## config.mk

```make
export PLATFORM = sky130hd
export DESIGN_NAME = fetch_unit
export DESIGN_NICKNAME = d
export VERILOG_FILES = /design/src/rtl/fetch_pkg.sv /design/src/rtl/fetch_queue.sv /design/src/rtl/fetch_unit.sv
export SDC_FILE = /design/constraint.sdc
export NUM_CORES = 1
export LEC_CHECK = 0
export BUFFER_PORTS_ARGS = -buffer_cell sky130_fd_sc_hd__clkbuf_2
export CAP_MARGIN = 20
export CORE_ASPECT_RATIO = 0.7
export CORE_MARGIN = 2
export CORE_UTILIZATION = 40
export CTS_CLUSTER_DIAMETER = 100
export DETAILED_ROUTE_END_ITERATION = 7
export GPL_TIMING_DRIVEN = 0
export HOLD_SLACK_MARGIN = 0.03
export SYNTH_ARGS = -nofsm -noshare
export SYNTH_HDL_FRONTEND = slang
export SYNTH_SLANG_ARGS = --single-unit
```

## constraint.sdc

```tcl
create_clock -name CLK -period 4.6 [get_ports CLK]
set_input_delay 0.23 -clock CLK [delete_from_list [all_inputs] [get_ports CLK]]
set_output_delay 0.23 -clock CLK [all_outputs]
set_load 0.01 [all_outputs]
```

## src/rtl/fetch_pkg.sv

```systemverilog
// Shared types and constants for the instruction-fetch front end.
// FETCH_ADDR_W sets the PC width carried in queue entries; fetch_unit's ADDR_W must match it.
package fetch_pkg;

    localparam int INSTR_W      = 32;
    localparam int FETCH_ADDR_W = 20;

    // Canonical no-op, used to pre-fill queue storage so debug dumps read as harmless code.
    localparam logic [INSTR_W-1:0] NOP = 32'h0000_0013;

    typedef enum logic [1:0] {
        BOOT = 2'd0,
        RUN  = 2'd1,
        MISS = 2'd2
    } fetch_state_t;

    typedef struct packed {
        logic [FETCH_ADDR_W-1:0] pc;
        logic [INSTR_W-1:0]      data;
    } fq_entry_t;

endpackage

```

## src/rtl/fetch_queue.sv

```systemverilog
// Circular instruction queue of {pc, data}; push lands in one cycle, head is combinational.
// No internal backpressure: the producer's credit check guarantees no push while full.
module fetch_queue
    import fetch_pkg::*;
#(
    parameter int DEPTH = 4
) (
    input  logic                    CLK,
    input  logic                    resetn,
    input  logic                    push_i,
    input  fq_entry_t               push_data_i,
    input  logic                    pop_i,
    input  logic                    flush_i,
    output fq_entry_t               head_o,
    output logic [$clog2(DEPTH):0]  count_o,
    output logic                    empty_o,
    output logic                    full_o
);

    localparam int            PW      = $clog2(DEPTH);
    localparam logic [PW:0]   DEPTH_C = (PW+1)'(DEPTH);

    fq_entry_t       mem_q [DEPTH];
    logic [PW-1:0]   wr_ptr_q;
    logic [PW-1:0]   rd_ptr_q;
    logic [PW:0]     count_q;
    logic            do_pop;

    assign empty_o = (count_q == '0);
    assign full_o  = (count_q == DEPTH_C);
    assign do_pop  = pop_i && !empty_o;
    assign count_o = count_q;
    // Empty head reads as all-zero so decode never sees a stale pc/data pair.
    assign head_o  = empty_o ? '0 : mem_q[rd_ptr_q];

    always_ff @(posedge CLK or negedge resetn) begin
        if (!resetn) begin
            wr_ptr_q <= '0;
            rd_ptr_q <= '0;
            count_q  <= '0;
        end else if (flush_i) begin
            wr_ptr_q <= '0;
            rd_ptr_q <= '0;
            count_q  <= '0;
        end else begin
            if (push_i) wr_ptr_q <= wr_ptr_q + 1'b1;
            if (do_pop) rd_ptr_q <= rd_ptr_q + 1'b1;
            if (push_i && !do_pop)      count_q <= count_q + 1'b1;
            else if (!push_i && do_pop) count_q <= count_q - 1'b1;
        end
    end

    always_ff @(posedge CLK or negedge resetn) begin
        if (!resetn) begin
            for (int i = 0; i < DEPTH; i++) mem_q[i] <= '{pc: '0, data: NOP};
        end else if (push_i && !flush_i) begin
            mem_q[wr_ptr_q] <= push_data_i;
        end
    end

endmodule

```

## src/rtl/fetch_unit.sv

```systemverilog
// Fetch front end: owns the PC, issues one outstanding cache read, queues words for decode.
// Hits stream one word/cycle; misses/redirects stall issue. FETCH_PERF_CNT_EN adds a miss-stall counter.
module fetch_unit
    import fetch_pkg::*;
#(
    parameter int                ADDR_W      = FETCH_ADDR_W,
    parameter int                QUEUE_DEPTH = 4,
    parameter logic [ADDR_W-1:0] RESET_PC    = '0
) (
    input  logic                CLK,
    input  logic                resetn,
    input  logic                redirect_valid,
    input  logic [ADDR_W-1:0]   redirect_pc,
    output logic                ic_read_en,
    output logic [ADDR_W-1:0]   ic_read_addr,
    input  logic                ic_cache_miss,
    input  logic                ic_fetch_valid,
    input  logic [INSTR_W-1:0]  ic_rdata,
    output logic                instr_valid,
    input  logic                instr_ready,
    output logic [INSTR_W-1:0]  instr_data,
    output logic [ADDR_W-1:0]   instr_pc,
    output logic [31:0]         perf_miss_cycles
);

    localparam int CW = $clog2(QUEUE_DEPTH) + 1;

    fetch_state_t       state_q, state_d;
    logic [ADDR_W-1:0]  pc_q, pc_d;
    logic [ADDR_W-1:0]  req_pc_q, req_pc_d;
    logic               outstanding_q, outstanding_d;
    logic               drop_q, drop_d;

    logic               credit_ok, issue, rsp, push, pop;
    logic [CW-1:0]      q_count;
    logic               q_empty, q_full;
    fq_entry_t          q_head, q_push_data;
    logic               unused_sigs;

    // In-flight request counts against queue space so a returning word always has a slot.
    assign credit_ok   = (int'(q_count) + int'(outstanding_q)) < QUEUE_DEPTH;
    assign issue       = (state_q == RUN) && !drop_q && credit_ok && !ic_cache_miss && !redirect_valid;
    assign rsp         = ic_fetch_valid && outstanding_q;
    assign push        = rsp && !drop_q && !redirect_valid;
    assign pop         = instr_valid && instr_ready;
    assign q_push_data = '{pc: req_pc_q, data: ic_rdata};
    assign unused_sigs = &{1'b0, redirect_pc[1:0], q_full};

    always_ff @(posedge CLK or negedge resetn) begin
        if (!resetn) state_q <= BOOT;
        else         state_q <= state_d;
    end

    always_comb begin
        state_d = state_q;
        case (state_q)
            BOOT:    state_d = RUN;
            RUN:     if (outstanding_q && ic_cache_miss && !ic_fetch_valid) state_d = MISS;
            MISS:    if (ic_fetch_valid) state_d = RUN;
            default: state_d = BOOT;
        endcase
    end

    // While a dropped request is pending the cache keeps seeing its old address, so a refill completes.
    always_comb begin
        ic_read_en   = 1'b0;
        ic_read_addr = pc_q;
        case (state_q)
            RUN:     ic_read_en = drop_q || credit_ok;
            MISS:    ic_read_en = 1'b1;
            default: ic_read_en = 1'b0;
        endcase
        if (state_q == MISS || drop_q) ic_read_addr = req_pc_q;
    end

    always_comb begin
        pc_d          = pc_q;
        req_pc_d      = req_pc_q;
        outstanding_d = outstanding_q;
        drop_d        = drop_q;
        if (rsp) begin
            outstanding_d = 1'b0;
            drop_d        = 1'b0;
        end
        if (issue) begin
            pc_d          = pc_q + ADDR_W'(4);
            req_pc_d      = pc_q;
            outstanding_d = 1'b1;
        end
        if (redirect_valid) begin
            pc_d = {redirect_pc[ADDR_W-1:2], 2'b00};
            if (outstanding_q && !ic_fetch_valid) drop_d = 1'b1;
        end
    end

    always_ff @(posedge CLK or negedge resetn) begin
        if (!resetn) begin
            pc_q          <= RESET_PC;
            req_pc_q      <= '0;
            outstanding_q <= 1'b0;
            drop_q        <= 1'b0;
        end else begin
            pc_q          <= pc_d;
            req_pc_q      <= req_pc_d;
            outstanding_q <= outstanding_d;
            drop_q        <= drop_d;
        end
    end

    fetch_queue #(.DEPTH(QUEUE_DEPTH)) u_queue (
        .CLK         (CLK),
        .resetn      (resetn),
        .push_i      (push),
        .push_data_i (q_push_data),
        .pop_i       (pop),
        .flush_i     (redirect_valid),
        .head_o      (q_head),
        .count_o     (q_count),
        .empty_o     (q_empty),
        .full_o      (q_full)
    );

    assign instr_valid = !q_empty;
    assign instr_data  = q_head.data;
    assign instr_pc    = q_head.pc;

`ifdef FETCH_PERF_CNT_EN
    logic [31:0] perf_q;

    always_ff @(posedge CLK or negedge resetn) begin
        if (!resetn) begin
            perf_q <= '0;
        end else if ((state_q == MISS || drop_q) && (perf_q != 32'hFFFF_FFFF)) begin
            perf_q <= perf_q + 32'd1;
        end
    end

    assign perf_miss_cycles = perf_q;
`else
    assign perf_miss_cycles = '0;
`endif

endmodule
```

==> results.py, run 1 <==
metrics = {
    "outcome": {
        "status": "finished, final reports clean",
    },
    "sta": {
        "min_period_ps": 3053,
        "post-route-period-util": 0.6636,
        "timing.fmax_ghz": 0.3276,
        "tightest_slew_ps": 758.0,
        "setup_viol": 0,
        "fin_hold_ws_ps": 80.45,
        "max_slew_margin": 0.4928,
        "tns_ps": 0,
        "skew_ps": 9.442,
        "rsz0062_at_grt": "no",
        "slew_violations": 0,
        "hold_viol": 0,
        "worst_slack_ps": 1547,
    },
    "worst_hold_path": {
        "hold_path_class": "input pin to flop",
        "worstHoldStart": "instr_ready",
    },
    "grt": {
        "grt_pass1_vias": 7675,
        "grt_max_degree": 101,
        "grt_usage": 0.1791,
        "antenna_found_initial": 0,
        "grt_first_pass_wirelength_um": 43760,
        "overflow": 0,
    },
    "floorplanning": {
        "core_area_mm2": 0.02902,
        "row_count": 52,
        "chipHeight_um": 147.9,
        "initial_core_util": 0.4078,
        "dieArea_mm2": 0.03100,
        "die_w_um": 209.6,
        "ioPinCount": 164,
    },
    "worst_setup_path": {
        "crit_end": "ic_read_addr[10]",
        "ff2ff_path_depth": 7,
        "r2r_slack_ps": 2230,
        "crit_family": "buffers and inverters",
        "crit_type": "flop to output pin",
        "path_max_fanout": 10,
        "crit_chain": "inv_1 -> ha_1 -> nor2_1 -> buf_2 -> mux2_2 -> clkbuf_2",
        "slowest_stage": "nor2_1",
        "crit_start": "state_q[0]",
        "slowest_delay_ps": 600,
        "cp.buffers_inverters": 3,
        "end_kind": "output pin",
        "rr_endpoint": "req_pc_q[10]",
        "worstReg2RegStart": "state_q[1]",
        "cp-start-kind": "flop",
        "cp.depth": 6,
        "crit_arrival_ps": 2820,
        "cp.required_ps": 4370,
    },
    "final_layout": {
        "multiInputGateArea_mm2": 0.005241,
        "drive_gt1_frac": 0.4949,
        "area.growth.synth_to_final_pct": 22.60,
        "stdcell_area_mm2": 0.01451,
        "nFillCells": 2586,
        "antenna_cells": 0,
        "fin_util": 0.4999,
        "fin_nets": 1139,
        "final_cell_mix": "mux2_2 (237), dfrtp_1 (235), clkbuf_2 (125), and2_1 (53), dlygate4sd3_1 (52)",
        "layout_commonest_cell": "mux2_2",
        "seqCellArea_mm2": 0.006196,
        "final_cell_count_no_fill": 1467,
    },
    "detailed_routing": {
        "ant_nets": 0,
        "firstDrtPassIters": 4,
        "drc": 0,
        "drt_iter0_markers": 408,
        "wl_per_cell_um": 18.26,
        "num_vias": 7412,
        "drt-total-wl_um": 26790,
        "vias_per_cell": 5.052,
    },
    "power_and_ir_drop": {
        "total_power_mw": 7.242,
        "vdd_drop_max_uv": 295.5,
        "powerDensity_mw_per_mm2": 499.2,
        "power_leakage_nw": 7.018,
    },
    "yosys": {
        "synthCells": 828,
        "syn_avg_cell_area_um2": 14.29,
        "synth_seq_cells": 247,
        "synth_top_flop_cell": "dfrtp_1",
        "async_flop_share": 1.000,
        "netlist_area_mm2": 0.01183,
        "synth.distinct_cells": 48,
        "ys_warn_count": 0,
        "synth_edf_count": 0,
        "ys_seq_area_frac": 0.5236,
    },
    "place": {
        "dpl.hpwl_um": 18260,
        "io_buffers": 125,
        "dpl_cell_area_mm2": 0.01313,
        "pre_cts_slack_ps": 2091,
        "dp.cells": 1368,
        "place_congestion": 0.8013,
    },
    "cts": {
        "insertion_delay_ps": 540,
        "clockBufferDepth": 3,
        "hold_buffers": 52,
        "cts_setup_buffers": 0,
        "cts-htree-levels": 1,
        "numCtsBuffers": 26,
        "clk_pin_slew_ps": 60,
        "cts_resized": 0,
        "cts_sinks": 247,
        "cts_tree": "done",
        "cts_root_buf": "clkbuf_16",
    },
    "flow_run": {
        "drv_cap": 0,
    },
}
## cell usage after synthesis, drive strengths merged (2+ instances only)
cell	number	area, um2
a21oi	5	25.02
a31oi	10	77.57
and2	53	331.6
and3	4	25.02
and4	3	26.28
buf	64	412.9
clkbuf	20	76.32
dfrtp	235	5881
dfstp	12	315.3
ha	10	125.1
inv	9	33.78
mux2	237	2669
mux2i	3	30.03
mux4	50	1126
nand2	21	78.83
nand3	9	50.05
nand3b	2	18.77
nand4	6	37.54
nor2	18	75.07
nor3b	2	26.28
o21a	3	22.52
o21ai	13	65.06
o31ai	4	30.03
or3	6	37.54
or4	4	30.03
xnor2	2	17.52
xor2	9	78.83
## layout make-up
cell class | instances | area share
sequential | 247 | 0.4271
tap | 378 | 0.03260
multi-input combinational | 522 | 0.3613
buffer | 84 | 0.03372
timing repair buffer | 179 | 0.08341
clock buffer | 40 | 0.05615
inverter | 10 | 0.002588
clock inverter | 7 | 0.003105
## worst reg2reg max path: cells and delay by family, from the launching register on
family                     cells  cell delay (ps)
and+or+nand+nor                3              920
DFF                            1              400
buffers and inverters          2              370
adders and majority gates      1              200
muxes                          1              360
## power breakdown
part	switching [mW]	leakage, nW	internal, mW
Clock	0.880	0.432	1.22
Combinational	1.12	3.31	1.17
Sequential	0.310	3.27	2.54
Total	2.31	7.02	4.93
## cells by family (layout without fill, tap and decap cells)
family / after synthesis / in the layout / share of synthesized area
muxes: 290 / 290 / 0.3233
DFF: 247 / 247 / 0.5236
and+or+nand+nor: 132 / 132 / 0.06461
buffers and inverters: 94 / 320 / 0.04452
AOI/OAI and AO/OA: 42 / 42 / 0.02326
adders and majority gates: 11 / 11 / 0.01227
xor gates and xnor gates: 11 / 11 / 0.008143
other: 1 / 36 / 0.0003169
## registers in the layout, summed over array words and instances (netlist names)
name              cells
outstanding_q         1
pc_q                 18
u_queue.rd_ptr_q      2
req_pc_q             18
u_queue.wr_ptr_q      2
state_q               2
u_queue.mem_q       200
drop_q                1
u_queue.count_o       3
## layer usage
metal / GRT usage / up-vias / routed length, um
li1: - / 3427 / -
met3: 0.03250 / 32 / 1073
met4: 0.03369 / 0 / 369
met1: 0.2732 / 3817 / 13550
met5: 0 / - / 0
met2: 0.2693 / 136 / 11790
## worst min-delay path by stage
stage | to | depth (start not counted)
finish | u_queue.count_o[2] | 3
global route | u_queue.count_o[2] | 3
CTS | u_queue.count_o[2] | 3
detailed placement | u_queue.mem_q[130] | 1
global placement | pc_q[4] | 3
floorplan | drop_q | 0
Power figures use the tool's default switching activity.
==> inputs of run 2 (changes only) <==
clock period = 3.05 ns   (was 4.6 ns; I/O delays follow)
==> results.py, run 2 (synthesized netlist as in run 1, its figures left out) <==
metrics = {
    "final_layout": {
        "nFillCells": 2585,
        "area.growth.synth_to_final_pct": 22.70,
        "final_cell_count_no_fill": 1468,
        "top_register": "u_queue.mem_q",
        "largest_reg_flops": 200,
        "drive_gt1_frac": 0.4954,
        "final_cell_mix": "mux2_2 (237), dfrtp_1 (235), clkbuf_2 (125), and2_1 (53), dlygate4sd3_1 (53)",
        "antenna_cells": 0,
        "fin_nets": 1140,
        "reg_top3": "u_queue.mem_q: 200 flops, pc_q: 18 flops, req_pc_q: 18 flops",
        "layout_commonest_cell": "mux2_2",
    },
    "sta": {
        "skew_ps": 9.117,
        "fin_hold_ws_ps": 78.89,
        "slew_violations": 0,
        "max_slew_margin": 0.5130,
        "timing.fmax_ghz": 0.3564,
        "tightest_slew_ps": 724.4,
        "post-route-period-util": 0.9198,
        "hold_viol": 0,
        "min_period_ps": 2806,
        "rsz0062_at_grt": "no",
        "setup_viol": 0,
    },
    "worst_setup_path": {
        "rr_endpoint": "req_pc_q[10]",
        "worstReg2RegStart": "state_q[1]",
        "crit_family": "buffers and inverters",
        "slowest_stage": "clkbuf_1",
        "crit_chain": "clkbuf_1 -> or3_1 -> clkbuf_1 -> clkbuf_1 -> and2_1 -> clkbuf_2",
        "crit_top_cell": "clkbuf_1",
        "end_kind": "output pin",
        "crit_type": "flop to output pin",
        "ff2ff_path_depth": 7,
        "r2r_slack_ps": 660,
        "crit_start": "u_queue.count_o[2]",
        "path_max_fanout": 10,
        "cp.required_ps": 2900,
        "crit_end": "instr_data[21]",
        "cp.depth": 6,
        "slowest_delay_ps": 470,
        "crit_arrival_ps": 2650,
        "cp-start-kind": "flop",
        "cp.buffers_inverters": 4,
    },
    "grt": {
        "grt_max_degree": 101,
        "overflow": 0,
        "antenna_found_initial": 0,
        "grt_usage": 0.1791,
        "grt_pass1_vias": 7681,
        "grt_first_pass_wirelength_um": 43780,
    },
    "power_and_ir_drop": {
        "power_leakage_nw": 7.022,
        "powerDensity_mw_per_mm2": 752.7,
        "vdd_drop_max_uv": 445.5,
    },
    "cts": {
        "numCtsBuffers": 26,
        "clockBufferDepth": 3,
        "clk_pin_slew_ps": 60,
        "cts_tree": "done",
        "cts_sinks": 247,
        "cts_root_buf": "clkbuf_16",
        "insertion_delay_ps": 540,
        "cts-htree-levels": 1,
    },
    "floorplanning": {
        "row_count": 52,
        "ioPinCount": 164,
        "die_w_um": 209.6,
        "core_area_mm2": 0.02902,
        "chipHeight_um": 147.9,
        "initial_core_util": 0.4078,
        "dieArea_mm2": 0.03100,
    },
    "detailed_routing": {
        "drc": 0,
        "firstDrtPassIters": 4,
        "vias_per_cell": 5.057,
        "ant_nets": 0,
        "num_vias": 7423,
        "drt_iter0_markers": 371,
        "drt-total-wl_um": 26870,
        "wl_per_cell_um": 18.31,
    },
    "place": {
        "io_buffers": 125,
        "dpl.hpwl_um": 18260,
        "dp.cells": 1368,
        "place_congestion": 0.8013,
    },
    "worst_hold_path": {
        "hold_path_class": "input pin to flop",
    },
    "flow_run": {
        "drv_cap": 0,
    },
    "outcome": {
        "status": "finished, final reports clean",
    },
}
## run 2: metal layers
| layer | global-route usage | part of all wire | vias to the layer above |
|---|---|---|---|
| met5 | 0 | 0 | - |
| met4 | 0.03369 | 0.014 | 0 |
| met3 | 0.03250 | 0.042 | 32 |
| met2 | 0.2693 | 0.44 | 151 |
| met1 | 0.2734 | 0.50 | 3813 |
| li1 | - | - | 3427 |
## run 2: area by class of cell
class,count,area [um2],share of cell area
buffer,84,489.2,0.03370
clock inverter,7,45.04,0.003102
inverter,10,37.54,0.002585
timing repair buffer,180,1220,0.08402
tap,378,473.0,0.03258
clock buffer,40,814.5,0.05610
sequential,247,6196,0.4267
multi-input combinational,522,5244,0.3612
## run 2: per-stage QoR
| step | TNS, ps | power, mW | worst slack [ps] | area, um2 | utilization |
|---|---|---|---|---|---|
| after detailed placement | 0 | 7.803 | 618.3 | 13130 | 0.4524 |
| after CTS | 0 | 11.08 | 26.60 | 14520 | 0.5003 |
| final | 0 | 10.93 | 244.5 | 14520 | 0.5003 |
| after global placement | -816220 | 7.741 | -3429 | 13060 | 0.4502 |
| after floorplan | 0 | 6.527 | 1007 | 11960 | - |
| after global routing | 0 | 11.59 | 59.55 | 14520 | 0.5003 |
## run 2: power breakdown
group          internal [mW]  switching, mW
registers               3.83          0.469
clock network           1.84           1.33
logic                   1.77           1.69
## run 2: tightest hold or removal path, cell delays in order
cell	delay [ps]
clkbuf_2	120
nand3b_1	90
a21oi_1	100
mux2i_1	120
## run 2: timing repair
item,in CTS,in global routing
buffers inserted,0,0
setup endpoints to repair,0,10
hold buffers,53,0
gates resized for setup,0,1
endpoints found under the hold margin,203,0
## run 2: how the worst min path moves through the flow
stage,start,slack [ps],endpoint,cells past startpoint
finish,ic_cache_miss,80,state_q[0],4
global route,ic_cache_miss,100,state_q[0],4
CTS,ic_cache_miss,60,state_q[0],4
detailed placement,resetn,150,u_queue.mem_q[130],1
global placement,redirect_pc[4],360,pc_q[4],3
floorplan,resetn,-140,drop_q,0
==> inputs of run 3 (changes only) <==
SYNTH_HIERARCHICAL = 1   (was unset)
==> results.py, run 3 <==
metrics = {
    "worst_setup_path": {
        "path_max_fanout": 10,
        "rr_endpoint": "u_queue/count_o[2]",
        "cp.buffers_inverters": 2,
        "crit_arrival_ps": 3250,
        "ff2ff_path_depth": 10,
        "cp.required_ps": 3480,
        "cp-start-kind": "flop",
        "end_kind": "flop",
        "slowest_delay_ps": 490,
        "cp.depth": 10,
        "crit_chain": "or3_4 -> clkbuf_2 -> inv_1 -> nor2b_4 -> o31ai_4 -> and2_1 -> fa_1 -> and3b_1 -> a21o_1 -> a221oi_1",
        "worstReg2RegStart": "u_queue/count_o[0]",
        "slowest_stage": "dfrtp_2",
        "crit_family": "simple AND/OR/NAND/NOR gates",
        "crit_type": "flop to flop",
        "r2r_slack_ps": 230,
    },
    "yosys": {
        "synthCells": 857,
        "syn_avg_cell_area_um2": 14.64,
        "ys_warn_count": 6,
        "netlist_area_mm2": 0.01255,
    },
    "floorplanning": {
        "row_count": 54,
        "ioPinCount": 164,
        "initial_core_util": 0.4046,
        "die_w_um": 215.7,
        "core_area_mm2": 0.03101,
        "dieArea_mm2": 0.03283,
        "chipHeight_um": 152.2,
    },
    "detailed_routing": {
        "drt-total-wl_um": 27430,
        "num_vias": 7637,
        "firstDrtPassIters": 4,
        "vias_per_cell": 4.921,
        "drc": 0,
        "ant_nets": 0,
        "wl_per_cell_um": 17.67,
        "drt_iter0_markers": 417,
    },
    "final_layout": {
        "antenna_cells": 0,
        "largest_reg_flops": 208,
        "drive_gt1_frac": 0.5000,
        "layout_commonest_cell": "dfrtp_1",
        "top_register": "u_queue/mem_q",
        "fin_nets": 1178,
        "seqCellArea_mm2": 0.006400,
        "multiInputGateArea_mm2": 0.005617,
        "nFillCells": 2739,
        "final_cell_mix": "dfrtp_1 (240), mux2_2 (203), clkbuf_2 (129), dlygate4sd3_1 (56), and2_1 (53)",
        "reg_top3": "u_queue/mem_q: 208 flops, pc_q: 18 flops, req_pc_q: 18 flops",
        "area.growth.synth_to_final_pct": 23.62,
    },
    "sta": {
        "hold_viol": 0,
        "tightest_slew_ps": 773.4,
        "max_slew_margin": 0.4844,
        "slew_violations": 0,
        "timing.fmax_ghz": 0.3549,
        "skew_ps": 12.95,
        "setup_viol": 0,
        "tns_ps": 0,
        "min_period_ps": 2818,
        "rsz0062_at_grt": "no",
        "post-route-period-util": 0.9238,
    },
    "grt": {
        "grt_first_pass_wirelength_um": 43890,
        "antenna_found_initial": 0,
        "overflow": 0,
        "grt_max_degree": 93,
        "grt_pass1_vias": 7812,
        "grt_usage": 0.1681,
    },
    "worst_hold_path": {
        "hold_path_class": "input pin to flop",
        "hold_depth": 5,
        "worstHoldStart": "instr_ready",
        "hold_path_end": "u_queue/rd_ptr_q[0]",
    },
    "cts": {
        "cts-htree-levels": 1,
        "clockBufferDepth": 3,
        "cts_tree": "done",
        "cts_root_buf": "clkbuf_16",
        "numCtsBuffers": 27,
        "cts_sinks": 255,
        "cts_setup_buffers": 0,
        "insertion_delay_ps": 550,
        "clk_pin_slew_ps": 60,
    },
    "power_and_ir_drop": {
        "vdd_drop_max_uv": 478.1,
        "total_power_mw": 9.835,
        "power_leakage_nw": 7.619,
        "powerDensity_mw_per_mm2": 634.0,
    },
    "place": {
        "dpl.hpwl_um": 18390,
        "io_buffers": 127,
        "place_congestion": 0.7669,
    },
    "flow_run": {
        "drv_cap": 0,
    },
    "outcome": {
        "status": "finished, final reports clean",
    },
}
run 3: worst max-delay path by stage:
stage,slack (ps),start,endpoint
after floorplan,310,u_queue/count_o[2],u_queue/count_o[2]
after global placement,-3650,resetn,pc_q[16]
after detailed placement,-760,u_queue/count_o[0],u_queue/count_o[2]
after CTS,-30,u_queue/count_o[2],u_queue/count_o[2]
after global routing,20,u_queue/count_o[2],u_queue/count_o[2]
final,230,u_queue/count_o[0],u_queue/count_o[2]
run 3: layout make-up:
class	count	area share
Inverter	13	0.003146
Clock inverter	16	0.01718
Tap cell	420	0.03388
Sequential cell	255	0.4126
Multi-Input combinational cell	544	0.3621
Clock buffer	34	0.04718
Timing Repair Buffer	185	0.08122
Buffer	85	0.04275
run 3: per-layer routing:
metal / GRT usage / vias up / wire length, um
li1: - / 3555 / -
met1: 0.2588 / 3916 / 13920
met2: 0.2523 / 134 / 12100
met3: 0.02655 / 32 / 970
met4: 0.03186 / 0 / 429
met5: 0 / - / 0
run 3: stage by stage:
step / area, um2 / hold WS [ps] / setup slack [ps] / util / std cells
2_1_floorplan: 12700 / -143.1 / 309.4 / - / 898
3_3_place_gp: 13860 / 362.0 / -3650 / 0.4470 / 1445
3_5_place_dp: 13930 / 239.9 / -755.8 / 0.4491 / 1447
4_1_cts: 15490 / 122.0 / -33.12 / 0.4996 / 1552
5_1_grt: 15510 / 143.6 / 21.86 / 0.5002 / 1552
6_report: 15510 / 102.9 / 232.4 / 0.5002 / 1552
run 3: where the power goes:
part,leakage (nW),switching (mW),total (mW),internal [mW]
Combinational,3.74,0.800,1.91,1.11
Sequential,3.40,0.430,4.24,3.81
Clock,0.482,1.39,3.68,2.29
Total,7.62,2.62,9.84,7.22
run 3: worst min-delay path: stages:
cell	delay [ps]
clkbuf_2	80
nor2b_4	150
o31ai_4	80
xor2_1	60
nor2_1	70
run 3: repair_timing:
action	in CTS	in global routing
hold buffers	56	0
setup endpoints to repair	13	7
pin swaps	0	0
hold endpoints to repair	215	0
resized for setup	4	7
